## src/rtl/alu_exec_stage.sv

```systemverilog
// Execute stage: AND/OR/ADD/SUB/SLT in one cycle, shifts on an iterative
// one-bit-per-cycle shifter, single registered result slot toward writeback.
module alu_exec_stage #(
    parameter int WIDTH       = 32,
    parameter int SHAMT_WIDTH = 5
) (
    input  logic             clock,
    input  logic             reset_n,
    input  logic             in_valid,
    output logic             in_ready,
    input  logic [2:0]       opcode,
    input  logic [WIDTH-1:0] operandA,
    input  logic [WIDTH-1:0] operandB,
    output logic             out_valid,
    input  logic             out_ready,
    output logic [WIDTH-1:0] result,
    output logic             overflow,
    output logic             zero,
    output logic             o_dbg_state
);

    localparam logic [2:0] OP_AND = 3'b000;
    localparam logic [2:0] OP_OR  = 3'b001;
    localparam logic [2:0] OP_ADD = 3'b010;
    localparam logic [2:0] OP_SUB = 3'b011;
    localparam logic [2:0] OP_SLT = 3'b100;

    localparam logic [1:0] KIND_SLL = 2'b01;
    localparam logic [1:0] KIND_SRL = 2'b10;

    typedef enum logic {
        ST_IDLE  = 1'b0,
        ST_SHIFT = 1'b1
    } state_t;

    state_t                 r_state;
    logic [WIDTH-1:0]       r_shreg;
    logic [SHAMT_WIDTH-1:0] r_cnt;
    logic [1:0]             r_kind;
    logic [WIDTH-1:0]       r_result;
    logic                   r_overflow;
    logic                   r_zero;
    logic                   r_out_valid;

    state_t                 w_next_state;
    logic [WIDTH-1:0]       w_next_shreg;
    logic [SHAMT_WIDTH-1:0] w_next_cnt;
    logic [1:0]             w_next_kind;
    logic [WIDTH-1:0]       w_next_result;
    logic                   w_next_overflow;
    logic                   w_next_zero;
    logic                   w_next_out_valid;

    logic                   w_accept;
    logic                   w_is_shift;
    logic [SHAMT_WIDTH-1:0] w_shamt;
    logic                   w_use_sub;
    logic [WIDTH-1:0]       w_b_eff;
    logic [WIDTH-1:0]       w_sum;
    logic                   w_add_ovf;
    logic                   w_lt;
    logic [WIDTH-1:0]       w_alu_result;
    logic                   w_alu_ovf;
    logic [WIDTH-1:0]       w_shift_step;

    // Handshake: an op is taken on in_valid && in_ready; a result leaves on
    // out_valid && out_ready. in_ready is combinational on out_ready so a
    // draining result and a new op can share one edge.
    assign in_ready    = (r_state == ST_IDLE) && (!r_out_valid || out_ready);
    assign w_accept    = in_valid && in_ready;

    assign w_is_shift  = opcode[2] && (opcode[1] || opcode[0]);
    assign w_shamt     = operandB[SHAMT_WIDTH-1:0];

    // One adder serves ADD, SUB and SLT; subtraction is A + ~B + 1.
    assign w_use_sub   = (opcode == OP_SUB) || (opcode == OP_SLT);
    assign w_b_eff     = w_use_sub ? ~operandB : operandB;
    assign w_sum       = operandA + w_b_eff + {{(WIDTH-1){1'b0}}, w_use_sub};
    assign w_add_ovf   = (operandA[WIDTH-1] == w_b_eff[WIDTH-1]) &&
                         (w_sum[WIDTH-1] != operandA[WIDTH-1]);
    assign w_lt        = w_sum[WIDTH-1] ^ w_add_ovf;
    assign w_alu_ovf   = ((opcode == OP_ADD) || (opcode == OP_SUB)) && w_add_ovf;

    always_comb begin
        w_alu_result = operandA;
        case (opcode)
            OP_AND:  w_alu_result = operandA & operandB;
            OP_OR:   w_alu_result = operandA | operandB;
            OP_ADD:  w_alu_result = w_sum;
            OP_SUB:  w_alu_result = w_sum;
            OP_SLT:  w_alu_result = {{(WIDTH-1){1'b0}}, w_lt};
            default: w_alu_result = operandA;
        endcase
    end

    always_comb begin
        w_shift_step = r_shreg;
        case (r_kind)
            KIND_SLL: w_shift_step = {r_shreg[WIDTH-2:0], 1'b0};
            KIND_SRL: w_shift_step = {1'b0, r_shreg[WIDTH-1:1]};
            default:  w_shift_step = {r_shreg[WIDTH-1], r_shreg[WIDTH-1:1]};
        endcase
    end

    always_comb begin
        w_next_state     = r_state;
        w_next_shreg     = r_shreg;
        w_next_cnt       = r_cnt;
        w_next_kind      = r_kind;
        w_next_result    = r_result;
        w_next_overflow  = r_overflow;
        w_next_zero      = r_zero;
        w_next_out_valid = r_out_valid && !out_ready;
        case (r_state)
            ST_IDLE: begin
                if (w_accept) begin
                    if (w_is_shift && (w_shamt != '0)) begin
                        w_next_shreg = operandA;
                        w_next_cnt   = w_shamt;
                        w_next_kind  = opcode[1:0];
                        w_next_state = ST_SHIFT;
                    end else begin
                        w_next_result    = w_alu_result;
                        w_next_overflow  = w_alu_ovf;
                        w_next_zero      = (w_alu_result == '0);
                        w_next_out_valid = 1'b1;
                    end
                end
            end
            ST_SHIFT: begin
                w_next_shreg = w_shift_step;
                w_next_cnt   = r_cnt - SHAMT_WIDTH'(1);
                // out_valid is already low here, so completion cannot clobber a result.
                if (r_cnt == SHAMT_WIDTH'(1)) begin
                    w_next_result    = w_shift_step;
                    w_next_overflow  = 1'b0;
                    w_next_zero      = (w_shift_step == '0);
                    w_next_out_valid = 1'b1;
                    w_next_state     = ST_IDLE;
                end
            end
            default: w_next_state = ST_IDLE;
        endcase
    end

    always_ff @(posedge clock or negedge reset_n) begin
        if (!reset_n) begin
            r_state     <= ST_IDLE;
            r_shreg     <= '0;
            r_cnt       <= '0;
            r_kind      <= '0;
            r_result    <= '0;
            r_overflow  <= 1'b0;
            r_zero      <= 1'b0;
            r_out_valid <= 1'b0;
        end else begin
            r_state     <= w_next_state;
            r_shreg     <= w_next_shreg;
            r_cnt       <= w_next_cnt;
            r_kind      <= w_next_kind;
            r_result    <= w_next_result;
            r_overflow  <= w_next_overflow;
            r_zero      <= w_next_zero;
            r_out_valid <= w_next_out_valid;
        end
    end

    assign out_valid   = r_out_valid;
    assign result      = r_result;
    assign overflow    = r_overflow;
    assign zero        = r_zero;
    assign o_dbg_state = r_state;

endmodule

```

## config.mk

```make
export PLATFORM = sky130hd
export DESIGN_NAME = alu_exec_stage
export DESIGN_NICKNAME = d
export VERILOG_FILES = /design/src/rtl/alu_exec_stage.sv
export SDC_FILE = /design/constraint.sdc
export NUM_CORES = 1
export LEC_CHECK = 0
export ABC_AREA = 1
export BUFFER_PORTS_ARGS = -buffer_cell sky130_fd_sc_hd__buf_2
export CAP_MARGIN = 20
export CORE_ASPECT_RATIO = 0.8
export CORE_MARGIN = 8
export CORE_UTILIZATION = 50
export CTS_CLUSTER_SIZE = 25
export DETAILED_ROUTE_END_ITERATION = 16
export PLACE_DENSITY = 0.77
export SLEW_MARGIN = 20
export SYNTH_ARGS = -nofsm -noshare
export SYNTH_HDL_FRONTEND = slang
export SYNTH_SLANG_ARGS = --single-unit
```

## constraint.sdc

```tcl
create_clock -name clock -period 2.8 [get_ports clock]
set_clock_uncertainty 0.2 [all_clocks]
set_input_delay 0 -clock clock [delete_from_list [all_inputs] [get_ports clock]]
set_output_delay 0 -clock clock [all_outputs]
set_load 0.1 [all_outputs]
```

==> results of run 1 <==
-- critical path, stage by stage --
cell and delay (ns):
buf_4 0.14, nor2_4 0.15, nand2_4 0.11, nand2_8 0.11, buf_4 0.14, xor2_1 0.18
ha_1 0.28, buf_6 0.14, nand2_1 0.07, nand2_2 0.07, a21oi_2 0.18, nand2_2 0.10
nand3b_1 0.14, nand2_2 0.10, nand3b_1 0.15, nand3_1 0.09, nand3_1 0.09, nand2_2 0.07
a21oi_4 0.16, nand3_2 0.11, nor2_2 0.14, nand3_1 0.09, a21oi_2 0.11
-- where the power goes --
group	switching [mW]	internal (mW)
clock network	0.452	0.595
logic	4.37	1.82
registers	0.198	1.50
total	5.03	3.92
-- timing repair --
item / in CTS / in global routing
pin swaps: 2 / 52
setup buffers: 1 / 11
endpoints found under the hold margin: 116 / 0
gates resized for setup: 17 / 121
setup endpoints to repair: 7 / 21
cloned: 2 / 1
hold buffers: 41 / 0
-- flip-flops by register name (all words and copies together), names as in the netlist --
signal and cells:
out_valid 1, result 32, r_cnt 5, o_dbg_state 1, r_kind 2, overflow 1
zero 1, r_shreg 32
-- layout by cell type (no fill, tap or decap), types with 5 or more instances in the layout --
master	n
a21boi_0	6
a21boi_1	6
a21oi_1	32
a21oi_2	19
a31oi_1	18
buf_12	5
buf_2	103
buf_4	136
clkbuf_16	10
dfrtp_1	73
dlygate4sd3_1	41
ha_1	30
inv_1	137
inv_2	7
nand2_1	281
nand2_2	30
nand3_1	59
nand3_2	19
nand3b_1	15
nand4_1	11
nor2_1	98
nor2_2	16
nor2_4	5
nor3_1	5
nor3_2	5
nor4_1	9
o211ai_1	31
o21a_1	15
o21ai_0	38
o21ai_1	8
o21bai_1	5
o221ai_1	17
o22ai_1	31
xor2_1	26
xor2_2	6
-- per-layer routing --
| layer | global-route usage | up-vias |
|---|---|---|
| met5 | 0 | - |
| met4 | 0.0889 | 0 |
| met1 | 0.392 | 4371 |
| met3 | 0.0664 | 88 |
| met2 | 0.464 | 596 |
| li1 | - | 4355 |
-- per-stage QoR --
| step | total power [mW] | cells | setup TNS [ns] |
|---|---|---|---|
| 2_1_floorplan | 5.82 | 1142 | 0 |
| 3_3_place_gp | 7.37 | 1521 | -5.57 |
| 3_5_place_dp | 7.44 | 1521 | -7.32 |
| 4_1_cts | 8.59 | 1581 | -0.0358 |
| 5_1_grt | 9.42 | 1593 | -1.04 |
| 6_report | 8.94 | 1593 | -0.0745 |
-- final cells by class --
cell class	count	share of cell area
clock inverters	5	0.00291
multi-input cells	884	0.511
repair buffers	289	0.206
flip-flops and latches	75	0.182
clock buffers	11	0.0226
inverters	145	0.0528
well taps	184	0.0223
-- cell families after synthesis --
logic type / count (synthesis) / share of synthesized area
flops: 75 / 0.256
buf+inv: 184 / 0.0958
simple gates: 567 / 0.330
fa+ha+maj: 38 / 0.0658
compound gates: 245 / 0.213
xor+xnor: 33 / 0.0394
-- worst paths after layout --
check	start	to	slack (ns)	depth (start not counted)
min in group asynchronous	reset_n	r_cnt[3]	0.17	2
max in group asynchronous	reset_n	o_dbg_state	1.57	2
worst max-delay path	opcode[0]	zero	-0.04	23
worst min register to register	result[21]	result[21]	0.27	2
worst max register to register	r_kind[0]	zero	0.20	10
worst min-delay path	operandB[27]	zero	0.02	6
==> summary.txt, run 1 <==
Die
  – Die area: 0.0188 mm^2
  – Ports: 108
  – Die X: 151 um
  – Core Footprint: 0.0143 mm^2
  – Chip height: approximately 120 um
  – Row count: 39
  – Initial Util: 0.513

Layout
  – Nets: 1513
  – Design Area, Final: 0.0103 mm^2
  – Syn-to-layout area delta: 40.5%
  – Antenna cell count: 0
  – Sequential Area: roughly 0.0019 mm^2
  – Fillers: 1186
  – Final core occ: 0.721
  – Area occupied by multi-input gates: 0.00527 mm^2
  – Layout cells sized above 1: 0.279

Global route
  – Initial antenna violation count: 0
  – Gr ovfl total: 0
  – First-pass GRT wire length: 44.8 mm
  – Largest net degree at the start of global routing: 76
  – GRT Util Overall: 0.295
  – Vias in the first global route: 8773

Drt
  – WL met3: 3.19 mm
  – Metal1 wirelength: 11.8 mm
  – Vias/cell: 5.91
  – Met2 wire len: 13.4 mm
  – WL/cell: 18.4 um
  – DR vias: approximately 9400
  – Residual DRC count: 0
  – Initial drt markers: 1041
  – Top layer in use: met4
  – Final antenna-violating net count: 0
  – Pre-antenna DRT Iters: 5
  – Routed wire length: 29.4 mm

Timing
  – Number of max-slew violations in the final report: 0
  – Period utilization: 1.01
  – Hold WS: 0.0250 ns
  – FMAX: 352 MHz
  – Slew headroom: 0.355
  – Final Hold Vio Count: 0
  – Setup ws final: -0.0376 ns
  – Worst Tran Pin Value: 0.968 ns
  – Setup violations, final: 2
  – RSZ-0062 raised after global routing: yes
  – Final min period: 2.84 ns

Pwr
  – P_leak: a little over 5 nW
  – IR drop worst, VDD: around 1.4 mV
  – Pwr Density: around 870 mW/mm^2

Synthesis
  – Largest cells by area after synthesis: dfrtp_1, nand2_1, inv_1
  – Mapped cell area: 0.00734 mm^2
  – Syn avg cell area: about 6.4 um^2
  – Top_reg_cell synth: dfrtp_1
  – Synthesized net count: 1251
  – Post-synth top area share: 0.256
  – Mapped Cells: 1142
  – Sequential area share after synthesis: 0.256
  – Count leader, synth: nand2_1
  – Most frequent cells after synthesis: nand2_1, inv_1, nor2_1
  – Yosys Warn Count: 0
  – Area leader, netlist: dfrtp_1
  – Asr flop ratio synth: 1.00
  – Synth cell types: 45
  – Number of synthesized flops with an enable pin: 0
  – Flops & latches, synth: 75

CTS
  – Worst-Skew Late Latency: 0.34 ns
  – Num CTS Buffers: 9
  – Clock tree buffer depth: 2
  – Clock tree from TritonCTS: yes
  – Clock sinks: between 70 and 80
  – H-tree depth: 3
  – Clock slew at reported path FFs: around 0.06 ns
  – Clock root buffer: clkbuf_16

Setup path
  – Required @ worst endpoint: 2.87 ns
  – Critical Path Source Type: input port
  – Critical path endpoint category: flop
  – Worst Setup Path Type: in -> reg
  – Worst-path maximum fanout: 5
  – Worst EP arrival: around 2.9 ns

Flow run
  – Max-cap viol count: 0

Run status
  – Status: finished, violations left
  – Failing checks: setup timing

Placed design
  – Pre-CTS setup slack: -0.549 ns
  – Routability Congestion: 0.979
  – DP Area: about 0.009 mm^2
  – Port Buffers: ~110
  – HPWL Detailed: between 20 and 25 mm

Worst hold path
  – Hold crit path type: in -> reg
Power figures use the tool's default switching activity.
==> run 2, diff against run 1 <==
- SETUP_SLACK_MARGIN: unset -> 0.02
==> run 2 against run 1 <==
Count of clock-buffer cells in the layout stayed put. Via count is 0.16% higher. Design area is 1.5% higher. Global-route usage is 0.29 points higher. The run still ends with setup timing left. Power is 0.43% higher. Combinational power is 0.6% higher. Sequential cell count stayed put. Maximum frequency is 0.14% higher. Sequential power hardly changed. First-iteration DRC count is 7.2% lower. Die area stayed put. Critical path type unchanged. Largest power group unchanged.
==> summary.txt, run 2 (same netlist as run 1, synthesis figures left out) <==
Global route
  – Largest net degree at the start of global routing: 76 (unchanged)
  – Gr ovfl total: 0 (unchanged)
  – Vias in the first global route: 8828 (+0.63%)
  – GRT Util Overall: 0.298 (+0.00290)
  – First-pass GRT wire length: 45.2 mm (+0.86%)
  – Initial antenna violation count: 0 (unchanged)

Setup path
  – Crit. path cell count: 21 (-8.7%)
  – Critical path endpoint category: flop
  – Worst R2R Start: r_kind[0]
  – Crit-path cells: dlygate4sd3_1 -> buf_2 -> ha_1 -> buf_6 -> nand2_1 -> nor2_2 -> nand2_2 -> nand2_2 -> buf_4 -> nand2_1 -> nand3_1 -> nand3_2 -> nor2_2 -> nand3_1 -> nor2_1 -> nand2_1 -> nor2_2 -> nand3_2 -> nor2_2 -> nand3_1 -> a21oi_2
  – Worst EP arrival: 2.91 ns (about the same)
  – R2R Path End: zero
  – Slowest-stage cell, CP: dlygate4sd3_1
  – Largest delay share family, worst path: simple AND/OR/NAND/NOR gates
  – Max stage delay on crit path: 0.54 ns (+0.26 ns)
  – Worst Path Buf+Inv: 4 (+1)
  – Worst Setup Path Type: in -> reg
  – Worst r2r path cells: 9 (-1)
  – Required @ worst endpoint: 2.87 ns (about the same)
  – CP most frequent cell: nor2_2
  – Critical Path Source Type: input port
  – Worst-path maximum fanout: 4 (-1)
  – Reg2reg setup slack: 0.19 ns (about the same)

Layout
  – Syn-to-layout area delta: 42.6%
  – Fillers: 1139 (-4.0%)
  – Layout cells sized above 1: 0.297 (+0.0178)
  – Most frequent cells in the layout: nand2_1, inv_1, buf_4
  – Commonest non-fill, non-tap cell in the layout: nand2_1
  – Nets: 1516 (+0.20%)
  – Antenna cell count: 0 (unchanged)

Timing
  – Worst Tran Pin Value: 0.963 ns (-0.00448 ns)
  – Period utilization: 1.01 (-0.00139)
  – Setup violations, final: 1 (-1)
  – FMAX: 353 MHz (+0.14%)
  – Setup ws final: -0.0337 ns (+0.00388 ns)
  – Hold WS: 0.0228 ns (-0.00223 ns)
  – Final min period: 2.83 ns (-0.00388 ns)
  – Slew headroom: 0.358 (+0.00299)
  – RSZ-0062 raised after global routing: yes
  – Final Hold Vio Count: 0 (unchanged)
  – Number of max-slew violations in the final report: 0 (unchanged)

Die
  – Core Footprint: 0.0143 mm^2 (unchanged)
  – Chip height: 124 um (unchanged)
  – Die X: 151 um (unchanged)
  – Initial Util: 0.513 (unchanged)
  – Ports: 108 (unchanged)
  – Row count: 39 (unchanged)
  – Die area: 0.0188 mm^2 (unchanged)

Worst hold path
  – Hold Crit Depth: 5 (-1)
  – Hold crit path type: in -> reg
  – Worst Hold End: r_kind[0]
  – Min-delay src: in_valid

CTS
  – Num CTS Buffers: 9 (unchanged)
  – Clock sinks: 75 (unchanged)
  – Worst-Skew Late Latency: 0.34 ns (about the same)
  – Clock tree from TritonCTS: yes
  – Clock slew at reported path FFs: 0.06 ns (about the same)
  – H-tree depth: 3 (unchanged)
  – Clock tree buffer depth: 2 (unchanged)
  – Clock root buffer: clkbuf_16

Placed design
  – Routability Congestion: 0.979 (unchanged)
  – Pre-CTS setup slack: -0.549 ns (unchanged)
  – HPWL Detailed: 21.4 mm (unchanged)
  – Port Buffers: 107 (unchanged)

Pwr
  – Final Total Pwr: 8.98 mW (+0.43%)
  – P_leak: 5.22 nW (+0.87%)
  – Pwr Density: 858 mW/mm^2 (-1.0%)
  – IR drop worst, VDD: 1.37 mV (+0.32%)

Drt
  – DR vias: 9425 (+0.16%)
  – Residual DRC count: 0 (unchanged)
  – Final antenna-violating net count: 0 (unchanged)
  – Pre-antenna DRT Iters: 6 (+1)
  – Routed wire length: 29.5 mm (+0.40%)
  – Initial drt markers: 966 (-7.2%)
  – Vias/cell: 5.91 (about the same)
  – WL/cell: 18.5 um (+0.21%)

Run status
  – Status: finished, violations left
  – Failing checks: setup timing

Flow run
  – Max-cap viol count: 0 (unchanged)
==> run 2: cell count changes in the layout (fill, tap and decap cells not counted), moves of 4 or more <==
cell | before | now
a21oi_1 | 32 | 26
a21oi_2 | 19 | 25
nor2_2 | 16 | 22
nand2_1 | 281 | 276
nor2_1 | 98 | 93
buf_6 | 2 | 6
nand2_2 | 30 | 34
xor2_1 | 26 | 22
==> run 2: per-stage QoR <==
| stage | utilization | std cells | instance area, um^2 | setup TNS [ns] |
|---|---|---|---|---|
| floorplan | - | 1142 | 7350 | 0 |
| global placement | 0.627 | 1521 | 8970 | -5.57 |
| detailed placement | 0.627 | 1521 | 8970 | -7.32 |
| CTS | 0.689 | 1585 | 9840 | 0 |
| global route | 0.732 | 1596 | 10500 | -0.213 |
| finish | 0.732 | 1596 | 10500 | -0.0337 |
==> run 2: repair_timing <==
item                                    in CTS  in global routing
hold buffers                                41                  0
hold endpoints to repair                   116                  0
pin swaps                                    7                 62
gates resized for setup                     34                137
endpoints found under the setup margin      12                 19
buffers inserted                             5                 11
cloned                                       2                  1
==> run 2: where the power goes <==
part | internal [mW] | switching, mW | leakage (nW)
Combinational | 1.84 | 4.39 | 4.14
Clock | 0.595 | 0.452 | 0.125
Sequential | 1.50 | 0.198 | 0.956
==> run 2: area by class of cell <==
| cell class | instances | area (um^2) | share of cell area |
|---|---|---|---|
| inverter | 145 | 547 | 0.0523 |
| multi-input combinational | 884 | 5410 | 0.517 |
| clock inverter | 5 | 30.0 | 0.00287 |
| clock buffer | 11 | 233 | 0.0222 |
| tap | 184 | 230 | 0.0220 |
| timing repair buffer | 292 | 2140 | 0.204 |
| sequential | 75 | 1880 | 0.180 |
==> run 2: worst max path at each step <==
stage / from / to / slack [ns]
finish: operandA[3] / zero / -0.03
CTS: operandA[8] / zero / 0.02
detailed placement: opcode[2] / zero / -0.55
global placement: opcode[1] / result[30] / -0.46
global route: opcode[2] / zero / -0.16
floorplan: opcode[1] / zero / 0.07
==> run 2: layer usage <==
| metal | up-vias | global-route usage | part of all wire |
|---|---|---|---|
| met4 | 0 | 0.103 | 0.044 |
| met3 | 113 | 0.0621 | 0.11 |
| li1 | 4365 | - | - |
| met1 | 4327 | 0.393 | 0.40 |
| met5 | - | 0 | 0 |
| met2 | 620 | 0.469 | 0.45 |
==> run 2: worst reg2reg max path, stage by stage (launching register included) <==
cell,delay (ns)
dfrtp_1,0.36
inv_1,0.07
ha_1,0.33
nor2_1,0.19
buf_12,0.22
o22ai_1,0.13
nor4_1,0.46
nand4_1,0.23
o21a_1,0.24
a21oi_2,0.12
